<file path="config.mk">
export PLATFORM = sky130hd
export DESIGN_NAME = iddmm_loop_ctrl
export DESIGN_NICKNAME = d
export VERILOG_FILES = /design/src/rtl/iddmm_pkg.sv /design/src/rtl/iddmm_tag_pipe.sv /design/src/rtl/iddmm_loop_ctrl.sv
export SDC_FILE = /design/constraint.sdc
export NUM_CORES = 1
export LEC_CHECK = 0
export ABC_AREA = 0
export CAP_MARGIN = 20
export CORE_AREA = 4 4 309 311
export CTS_BUF_LIST = sky130_fd_sc_hd__clkbuf_2 sky130_fd_sc_hd__clkbuf_4 sky130_fd_sc_hd__clkbuf_8
export CTS_CLUSTER_DIAMETER = 200
export DETAILED_ROUTE_END_ITERATION = 10
export DIE_AREA = 0 0 313 315
export PLACE_DENSITY_LB_ADDON = 0.25
export SLEW_MARGIN = 0
export SYNTH_ARGS = -nofsm -noshare
export SYNTH_HDL_FRONTEND = slang
export SYNTH_HIERARCHICAL = 1
export SYNTH_SLANG_ARGS = --single-unit
export TNS_END_PERCENT = 50
</file>
<file path="constraint.sdc">
create_clock -name clk -period 2.6 [get_ports clk]
set_input_delay 0.78 -clock clk [delete_from_list [all_inputs] [get_ports clk]]
set_output_delay 0.78 -clock clk [all_outputs]
set_load 0.005 [all_outputs]
</file>
<file path="src/rtl/iddmm_pkg.sv">
// Shared types and helpers for the IDDMM loop sequencer.
//   iddmm_loop_state_t : sequencer FSM states
//   iddmm_tag_t        : one write tag travelling down the tag pipe
//                        (addr is sized for the largest supported
//                        word count; users take the low ADDR_W+1 bits)
//   drain_cycles()     : drain length D that covers the datapath latency
//   addr_width()       : word address width, never below 1
package iddmm_pkg;

    typedef enum logic [1:0] {
        IDLE,
        INNER,
        DRAIN,
        DONE
    } iddmm_loop_state_t;

    localparam int TAG_ADDR_W = 16;

    typedef struct packed {
        logic                  vld;
        logic [TAG_ADDR_W-1:0] addr;
    } iddmm_tag_t;

    localparam int TAG_W = $bits(iddmm_tag_t);

    // Operand read (1) + operand register (1) + datapath (mul_lat)
    // + result register (1).
    function automatic int drain_cycles(input int mul_lat);
        return mul_lat + 3;
    endfunction

    function automatic int addr_width(input int n);
        return (n > 1) ? $clog2(n) : 1;
    endfunction

endpackage

</file>
<file path="src/rtl/iddmm_tag_pipe.sv">
// Fixed-depth shift register of write tags.
//   clk, rst_n : clock, asynchronous active-low reset (clears every stage)
//   tag_i      : tag entering this cycle
//   tag_o      : tag that entered DEPTH cycles ago
module iddmm_tag_pipe
    import iddmm_pkg::*;
#(
    parameter int DEPTH = 7
) (
    input  logic             clk,
    input  logic             rst_n,
    input  logic [TAG_W-1:0] tag_i,
    output logic [TAG_W-1:0] tag_o
);

    logic [TAG_W-1:0] stage_q [DEPTH];

    always_ff @(posedge clk or negedge rst_n) begin
        if (!rst_n) begin
            for (int s = 0; s < DEPTH; s++) begin
                stage_q[s] <= '0;
            end
        end else begin
            stage_q[0] <= tag_i;
            for (int s = 1; s < DEPTH; s++) begin
                stage_q[s] <= stage_q[s-1];
            end
        end
    end

    assign tag_o = stage_q[DEPTH-1];

endmodule

</file>
<file path="src/rtl/iddmm_loop_ctrl.sv">
// Loop sequencer for the IDDMM Montgomery core. Walks outer index i over
// 0..N-1 and inner index j over 0..N, fetches x[i] / y[(j+1) mod N] and
// returns datapath results to the accumulator as a write stream.
//   clk, rst_n            : clock, asynchronous active-low reset
//   start                 : one-cycle request, honoured only in IDLE
//   busy, done            : running flag, one-cycle completion pulse
//   x_raddr, y_raddr      : operand RAM read addresses (combinational)
//   x_rdata, y_rdata      : operand RAM data, one cycle after the address
//   i_cnt, j_cnt          : loop indices
//   x, y_adv              : registered operand words
//   acc_in                : datapath result word
//   wr_a_en/addr/data     : accumulator write stream
//   perf_cycles           : busy-cycle counter, present only when
//                           IDDMM_LOOP_CTRL_PERF_EN is defined
// Handshake: start is a level sampled on the rising edge while IDLE; it is
// ignored in every other state. A write is valid exactly in cycles where
// wr_a_en is high; there is no back-pressure.
module iddmm_loop_ctrl
    import iddmm_pkg::*;
#(
    parameter int K       = 128,
    parameter int N       = 32,
    parameter int ADDR_W  = addr_width(N),
    parameter int MUL_LAT = 4
) (
    input  logic              clk,
    input  logic              rst_n,
    input  logic              start,
    output logic              busy,
    output logic              done,
    output logic [ADDR_W-1:0] x_raddr,
    output logic [ADDR_W-1:0] y_raddr,
    input  logic [K-1:0]      x_rdata,
    input  logic [K-1:0]      y_rdata,
    output logic [ADDR_W-1:0] i_cnt,
    output logic [ADDR_W:0]   j_cnt,
    output logic [K-1:0]      x,
    output logic [K-1:0]      y_adv,
    input  logic [K-1:0]      acc_in,
    output logic              wr_a_en,
    output logic [ADDR_W:0]   wr_a_addr,
    output logic [K-1:0]      wr_a_data
`ifdef IDDMM_LOOP_CTRL_PERF_EN
    ,
    output logic [31:0]       perf_cycles
`endif
);

    localparam int D   = drain_cycles(MUL_LAT);
    localparam int DCW = $clog2(D + 1);

    localparam logic [ADDR_W:0]   J_LAST       = (ADDR_W+1)'(N);
    localparam logic [ADDR_W:0]   J_WRAP       = (ADDR_W+1)'(N - 1);
    localparam logic [ADDR_W-1:0] I_LAST       = ADDR_W'(N - 1);
    localparam logic [ADDR_W-1:0] Y_AFTER_LAST = ADDR_W'((N + 1) % N);
    localparam logic [DCW-1:0]    D_LAST       = DCW'(D - 1);

    iddmm_loop_state_t state_q, state_d;
    logic [ADDR_W-1:0] i_q, i_d;
    logic [ADDR_W:0]   j_q, j_d;
    logic [DCW-1:0]    dcnt_q, dcnt_d;
    logic [K-1:0]      x_q, y_q, wdata_q;
    logic              push_vld;
    iddmm_tag_t        tag_in, tag_out;
    logic              tag_addr_unused;

    always_comb begin
        state_d  = state_q;
        i_d      = i_q;
        j_d      = j_q;
        dcnt_d   = dcnt_q;
        push_vld = 1'b0;
        case (state_q)
            IDLE: begin
                if (start) begin
                    state_d = INNER;
                    i_d     = '0;
                    j_d     = '0;
                end
            end
            INNER: begin
                push_vld = 1'b1;
                if (j_q == J_LAST) begin
                    state_d = DRAIN;
                    dcnt_d  = '0;
                end else begin
                    j_d = j_q + (ADDR_W+1)'(1);
                end
            end
            DRAIN: begin
                // Holds off the next iteration until the last tag of this
                // one has left the pipe, so iterations never interleave.
                if (dcnt_q == D_LAST) begin
                    if (i_q == I_LAST) begin
                        state_d = DONE;
                    end else begin
                        state_d = INNER;
                        i_d     = i_q + ADDR_W'(1);
                        j_d     = '0;
                    end
                end else begin
                    dcnt_d = dcnt_q + DCW'(1);
                end
            end
            DONE:    state_d = IDLE;
            default: state_d = IDLE;
        endcase
    end

    always_ff @(posedge clk or negedge rst_n) begin
        if (!rst_n) begin
            state_q <= IDLE;
            i_q     <= '0;
            j_q     <= '0;
            dcnt_q  <= '0;
            x_q     <= '0;
            y_q     <= '0;
            wdata_q <= '0;
        end else begin
            state_q <= state_d;
            i_q     <= i_d;
            j_q     <= j_d;
            dcnt_q  <= dcnt_d;
            x_q     <= x_rdata;
            y_q     <= y_rdata;
            wdata_q <= acc_in;
        end
    end

    // y address is (j+1) mod N without a divider: only j = N-1 and j = N
    // wrap.
    always_comb begin
        y_raddr = '0;
        if (j_q == J_LAST) begin
            y_raddr = Y_AFTER_LAST;
        end else if (j_q != J_WRAP) begin
            y_raddr = j_q[ADDR_W-1:0] + ADDR_W'(1);
        end
    end

    always_comb begin
        tag_in     = '0;
        tag_in.vld = push_vld;
        if (push_vld) begin
            tag_in.addr[ADDR_W:0] = j_q;
        end
    end

    iddmm_tag_pipe #(
        .DEPTH (D)
    ) u_tag_pipe (
        .clk   (clk),
        .rst_n (rst_n),
        .tag_i (tag_in),
        .tag_o (tag_out)
    );

    // Upper tag address bits are always zero for this word count.
    assign tag_addr_unused = ^tag_out.addr[TAG_ADDR_W-1:ADDR_W+1];

    assign busy      = (state_q == INNER) || (state_q == DRAIN);
    assign done      = (state_q == DONE);
    assign x_raddr   = i_q;
    assign i_cnt     = i_q;
    assign j_cnt     = j_q;
    assign x         = x_q;
    assign y_adv     = y_q;
    assign wr_a_en   = tag_out.vld;
    assign wr_a_addr = tag_out.addr[ADDR_W:0];
    assign wr_a_data = wdata_q;

`ifdef IDDMM_LOOP_CTRL_PERF_EN
    logic [31:0] perf_q;

    always_ff @(posedge clk or negedge rst_n) begin
        if (!rst_n) begin
            perf_q <= '0;
        end else if ((state_q == IDLE) && start) begin
            perf_q <= '0;
        end else if (busy && (perf_q != '1)) begin
            perf_q <= perf_q + 32'd1;
        end
    end

    assign perf_cycles = perf_q;
`endif

endmodule
</file>
==> run metrics, run 1 <==
clk buf depth=3; DIE AREA=approximately 100000 sq um; GR Util All Layers=9.54%; routed length per placed instance=17.4 um; H-Tree Depth=3; gr ovfl total=0; Worst setup SP type=register; I/O Pins=roughly 800; Period minus WS final=2.68 ns; nets=approximately 1900; PD cells=roughly 710 nW/um^2; reg-to-reg startpoint=i_cnt[0]; final std cells w/o fill=between 2000 and 3000; core area=92800 sq um; Final Hold Vio Count=0; crit-path max FO=3; first-pass GRT wire length=around 70 mm; vias in the first global route=roughly 9700; # DRC=0; Die Span X=between 300 and 400 um; fraction of layout cells with a size suffix above 1=between 10% and 20%; Syn Inst Count=between 500 and 600; Slew Limit Headroom=66.7%; Cell Chain, Critical Path=inv_2, ha_4, nand4bb_4, or2_1, o21ai_1, buf_2; CTS tree=yes; area of the mapped netlist=12100 sq um; R2R Setup Slk=around 0.32 ns; arrival time at the worst endpoint=1.90 ns; syn avg cell area=between 20 and 25 sq um; P_leak=approximately 10 nW; Worst Setup EP=y_raddr[0]; Via density=around 3; HPWL after DPL=37.9 mm; critical path class=register to primary output; Final Wtd Congestion=a little over 0.8; failing checks=negative setup slack; status=complete, but fails checks; PortBufs=800; final setup slack of the worst path=-0.0774 ns; Root Buffer=clkbuf_8; initial core utilization=between 10% and 20%; Post-DRT Antenna Nets=0; Setup crit end kind=primary output; Clock Latency Late Sink=between 0.6 and 0.7 ns; fmax=approximately 370 MHz; Inst Count DP=approximately 2600; max cap viols=0; hold crit path type=register to register; final setup violation count=4; Die Span Y=315 um; drt total wl=just under 50 mm; CTS Sinks=449; cells on worst reg2reg path=7; Syn. warnings=6; RSZ-0062 raised after global routing=yes; number of DRC markers in iteration 0=318; hold slack=about 0.33 ns; post-synth net total=a little under 1000; Setup Skew=slightly below 0.03 ns; Critical Path Start=j_cnt[1]; final critical-path share of the clock period=103%; Tightest Pin Transition=between 0.4 and 0.5 ns; Slew Limit Fails=0; antenna violations before repair=3; reg-to-reg critical path endpoint=j_cnt[3]; Area growth, synth to finish=97.8%; largest net degree at the start of global routing=64; CTS buffer count=87; Worst EP required=approximately 1.8 ns; slowest stage delay, CP=0.39 ns; num rows=between 100 and 150; DR pass1 iterations=4; vias after detailed routing=roughly 8400; maximum vdd ir drop=around 320 uV; Slowest-stage cell, CP=dfrtp_1; clock slew at the register clock pins of the worst setup and hold paths=about 0.060 ns
-- sequential cells by signal, indices dropped and copies added, names as in the netlist --
register / cells
j_cnt: 6
i_cnt: 5
x: 128
u_tag_pipe/stage_q: 42
dcnt_q: 3
wr_a_data: 128
state_q: 2
y_adv: 128
u_tag_pipe/tag_o: 7
-- cell type report --
class / count / area (sq um)
clock inverters: 26 / 409
clock buffers: 126 / 1580
fillers: 9616 / 68900
well taps: 1254 / 1570
repair buffers: 837 / 8340
diodes: 1 / 2.50
flip-flops and latches: 449 / 11200
multi-input cells: 96 / 744
inverters: 9 / 33.8
-- cells in the final DEF, fill, tap and decap left out, types with 2 or more instances in the layout --
| cell type | instances |
|---|---|
| clkdlybuf4s50_1 | 784 |
| dfrtp_1 | 445 |
| clkbuf_8 | 101 |
| buf_4 | 30 |
| clkbuf_4 | 25 |
| nand2_1 | 11 |
| clkinv_2 | 11 |
| bufinv_16 | 10 |
| o21ai_0 | 9 |
| ha_1 | 8 |
| nand3_1 | 7 |
| a21oi_1 | 7 |
| dlygate4sd2_1 | 7 |
| inv_1 | 6 |
| buf_12 | 6 |
| nor2_1 | 5 |
| dfrtp_2 | 4 |
| buf_2 | 4 |
| inv_2 | 3 |
| and2_1 | 3 |
| a32o_1 | 3 |
| inv_6 | 3 |
| nand3_2 | 2 |
| mux2i_1 | 2 |
| a21boi_0 | 2 |
| o31ai_1 | 2 |
| ha_4 | 2 |
-- metrics by stage --
step / setup TNS, ns / cell area [sq um] / power [mW] / worst slack (ns) / utilization [%]
global route: -1.14 / 23900 / 17.7 / -0.244 / 25.8
global placement: 0 / 21800 / 9.04 / 0.0969 / 23.5
CTS: -0.920 / 23800 / 17.3 / -0.247 / 25.7
finish: -0.238 / 23900 / 16.9 / -0.0774 / 25.8
floorplan: 0 / 12100 / 7.54 / 0.516 / -
detailed placement: 0 / 21800 / 9.04 / 0.0441 / 23.5
-- critical path, delay by kind of cell (launching register included) --
kind / cells / cell delay (ns)
compound gates: 1 / 0.09
fa+ha+maj: 1 / 0.15
buf+inv: 2 / 0.24
flops: 1 / 0.39
simple gates: 2 / 0.37
-- worst min-delay path by stage --
stage	from	endpoint	slack, ns	cells past startpoint
3_3_place_gp	u_tag_pipe/stage_q[37]	u_tag_pipe/stage_q[20]	0.34	0
4_1_cts	u_tag_pipe/stage_q[69]	u_tag_pipe/stage_q[52]	0.30	0
2_1_floorplan	u_tag_pipe/stage_q[118]	u_tag_pipe/stage_q[101]	0.33	0
5_1_grt	u_tag_pipe/stage_q[69]	u_tag_pipe/stage_q[52]	0.32	0
6_report	u_tag_pipe/stage_q[18]	u_tag_pipe/tag_o[1]	0.33	0
3_5_place_dp	u_tag_pipe/stage_q[72]	u_tag_pipe/stage_q[55]	0.33	0
-- per-layer routing --
layer  wire [um]  share of wire, %  global-route usage [%]
met4        1280               2.6                    3.22
met3        4620               9.5                    4.44
met2       26600                55                    17.5
met1       16200                33                    9.46
met5          13             0.027                       0
-- timing repair --
action                     CTS  global route
hold endpoints to repair    26             0
gates resized for setup     45            12
setup endpoints to repair   16            11
cloned                       0             0
buffers inserted             5             4
hold buffers                 1             0
pin swaps                    2             4
-- power by group --
part	total (mW)	internal [mW]	switching [mW]
logic	1.48	1.03	0.456
clock network	7.99	4.90	3.09
registers	7.39	7.30	0.0981
No activity file was read; power rests on OpenSTA's default activity.
==> inputs of run 2 (changes only) <==
- PLACE_DENSITY: unset -> 0.5
- PLACE_DENSITY_LB_ADDON: 0.25 -> unset
==> run 2 against run 1 <==
Against the previous run: the run still ends with negative setup slack left; critical path depth did not move; power decreased by 1.8%; wire length is 1.1% higher; die area unchanged; via count grew 1.7%; register-to-register slack improved by 0.08 ns; clock-buffer cell count down 2; global-route usage is 0.13 points higher; flip-flop and latch count unchanged; final cell count up 0.32%; clock skew shrank 0.0072 ns; clock power fell by 4.3%; critical endpoint unchanged; largest power group unchanged.
==> run metrics, run 2 (same netlist as run 1, synthesis figures left out) <==
final setup violation count=2 (-2); Layout fillers=9562 (-0.56%); Via density=3.03 (+1.4%); I/O Pins=801 (unchanged); gr ovfl total=0 (unchanged); Die Span Y=315 um (unchanged); H-Tree Depth=3 (unchanged); num rows=112 (unchanged); Slew Limit Headroom=65.4% (-1.3 points); most frequent cells in the layout=clkdlybuf4s50_1, dfrtp_1, clkbuf_8; DR pass1 iterations=4 (unchanged); Post-DRT Antenna Nets=0 (unchanged); Period minus WS final=2.66 ns (-0.0128 ns); vias in the first global route=10100 (+3.9%); Final Wtd Congestion=0.847 (+4.7%); Setup crit end kind=primary output; Inst Count DP=2641 (+0.23%); final std cells w/o fill=2807 (+0.32%); met1 Use GR=10.5% (+0.99 points); drt total wl=49.2 mm (+1.1%); CTS buffer count=85 (-2.3%); number of DRC markers in iteration 0=275 (-14%); failing checks=negative setup slack; P_leak=10.1 nW (about the same); DIE AREA=98600 sq um (unchanged); vias after detailed routing=8512 (+1.7%); final critical-path share of the clock period=102% (-0.49 points); met3 Use GR=4.41% (-0.026 points); Tightest Pin Transition=0.514 ns (+0.0152 ns); CTS Sinks=449 (unchanged); CTS tree=yes; Worst EP required=1.82 ns (about the same); GR Util All Layers=9.67% (+0.13 points); core area=92800 sq um (unchanged); final setup slack of the worst path=-0.0646 ns (+0.0128 ns); RSZ-0062 raised after global routing=yes; GR Util met2=16.8% (-0.74 points); hold crit path type=register to register; HPWL after DPL=38.4 mm (+1.3%); Clock Latency Late Sink=0.67 ns (about the same); fmax=375 MHz (+0.48%); Setup Skew=0.0222 ns (-0.00720 ns); fraction of layout cells with a size suffix above 1=14.8% (+0.72 points); Final Hold Vio Count=0 (unchanged); largest net degree at the start of global routing=68 (+6.3%); critical path class=register to primary output; Worst setup SP type=register; antenna violations before repair=6 (+3); GR peak layer=met2; PortBufs=800 (unchanged); initial core utilization=13.0% (unchanged); nets=1883 (+0.32%); Root Buffer=clkbuf_8; max cap viols=0 (unchanged); Slew Limit Fails=0 (unchanged); PD cells=690 nW/um^2 (-2.2%); crit-path max FO=3 (unchanged); clock slew at the register clock pins of the worst setup and hold paths=0.06 ns (about the same); commonest non-fill, non-tap cell in the layout=clkdlybuf4s50_1; Setup TNS=-0.126 ns (+0.111 ns); routed length per placed instance=17.5 um (+0.74%); status=complete, but fails checks; clk buf depth=3 (unchanged); maximum vdd ir drop=390 uV (+22%); first-pass GRT wire length=69.9 mm (+1.8%); # DRC=0 (unchanged); arrival time at the worst endpoint=1.88 ns (-0.02 ns); Area growth, synth to finish=98.5%; Die Span X=313 um (unchanged); final core area utilization=25.9% (+0.092 points)
==> run 2: cell count changes in the layout (fill, tap and decap cells not counted), sizes merged <==
cell	before	now
clkbuf	127	124
bufinv	10	7
clkinv	12	11
clkinvlp	0	4
buf	42	51
dlygate4sd2	7	8
diode	1	4
clkdlybuf4s15	1	0
==> run 2: area by class of cell <==
cell class,count,area (sq um),area share (%)
Tap cell,1254,1570,6.54
Multi-Input combinational cell,96,788,3.28
Clock buffer,124,1560,6.49
Antenna cell,4,10.0,0.0417
Inverter,9,33.8,0.141
Sequential cell,449,11200,46.9
Timing Repair Buffer,845,8460,35.2
Clock inverter,26,339,1.41
==> run 2: worst paths after layout <==
| check | slack, ns | from | to | depth (start not counted) |
|---|---|---|---|---|
| setup / recovery | -0.06 | j_cnt[1] | y_raddr[0] | 6 |
| max in group asynchronous | 1.14 | rst_n | wr_a_data[103] | 3 |
| setup reg to reg | 0.40 | i_cnt[0] | j_cnt[3] | 7 |
| min in group asynchronous | 0.65 | rst_n | x[28] | 2 |
| hold reg to reg | 0.34 | u_tag_pipe/stage_q[37] | u_tag_pipe/stage_q[20] | 0 |
| hold / removal | 0.34 | u_tag_pipe/stage_q[37] | u_tag_pipe/stage_q[20] | 0 |
==> run 2: critical path, cell delays in order, from the launching register on <==
cell and delay [ns]:
dfrtp_2 0.41, inv_2 0.08, ha_4 0.14, nand4bb_4 0.12
or2_1 0.24, o21ai_1 0.09, buf_2 0.14
==> run 2: per-stage QoR <==
step                      instance area [sq um]  setup slack (ns)  power, mW  hold slack (ns)
after floorplan                           12100             0.516       7.54            0.331
after global placement                    21900            0.0888       9.06            0.335
after detailed placement                  21900             0.107       9.07            0.335
after CTS                                 23900            -0.244       17.0            0.334
after global routing                      24000            -0.267       17.4            0.349
final                                     24000           -0.0646       16.6            0.343
==> run 2: layer usage <==
| layer | share of wire, % | vias up |
|---|---|---|
| met3 | 9.5 | 79 |
| met4 | 2.5 | 0 |
| li1 | - | 3698 |
| met5 | 0 | - |
| met1 | 36 | 4239 |
| met2 | 52 | 496 |
==> run 2: timing repair <==
item,in CTS,in global routing
gates resized for setup,57,10
pin swaps,5,3
hold buffers,1,0
gates cloned,0,0
buffers inserted,9,2
endpoints found under the hold margin,40,0
setup endpoints to repair,15,12
==> run 2: power breakdown <==
group          switching (mW)  leakage, nW  internal [mW]  total [mW]
registers               0.105         5.34           7.30        7.40
logic                   0.466         3.78           1.05        1.51
clock network            3.10        0.993           4.55        7.65
total                    3.67         10.1           12.9        16.6
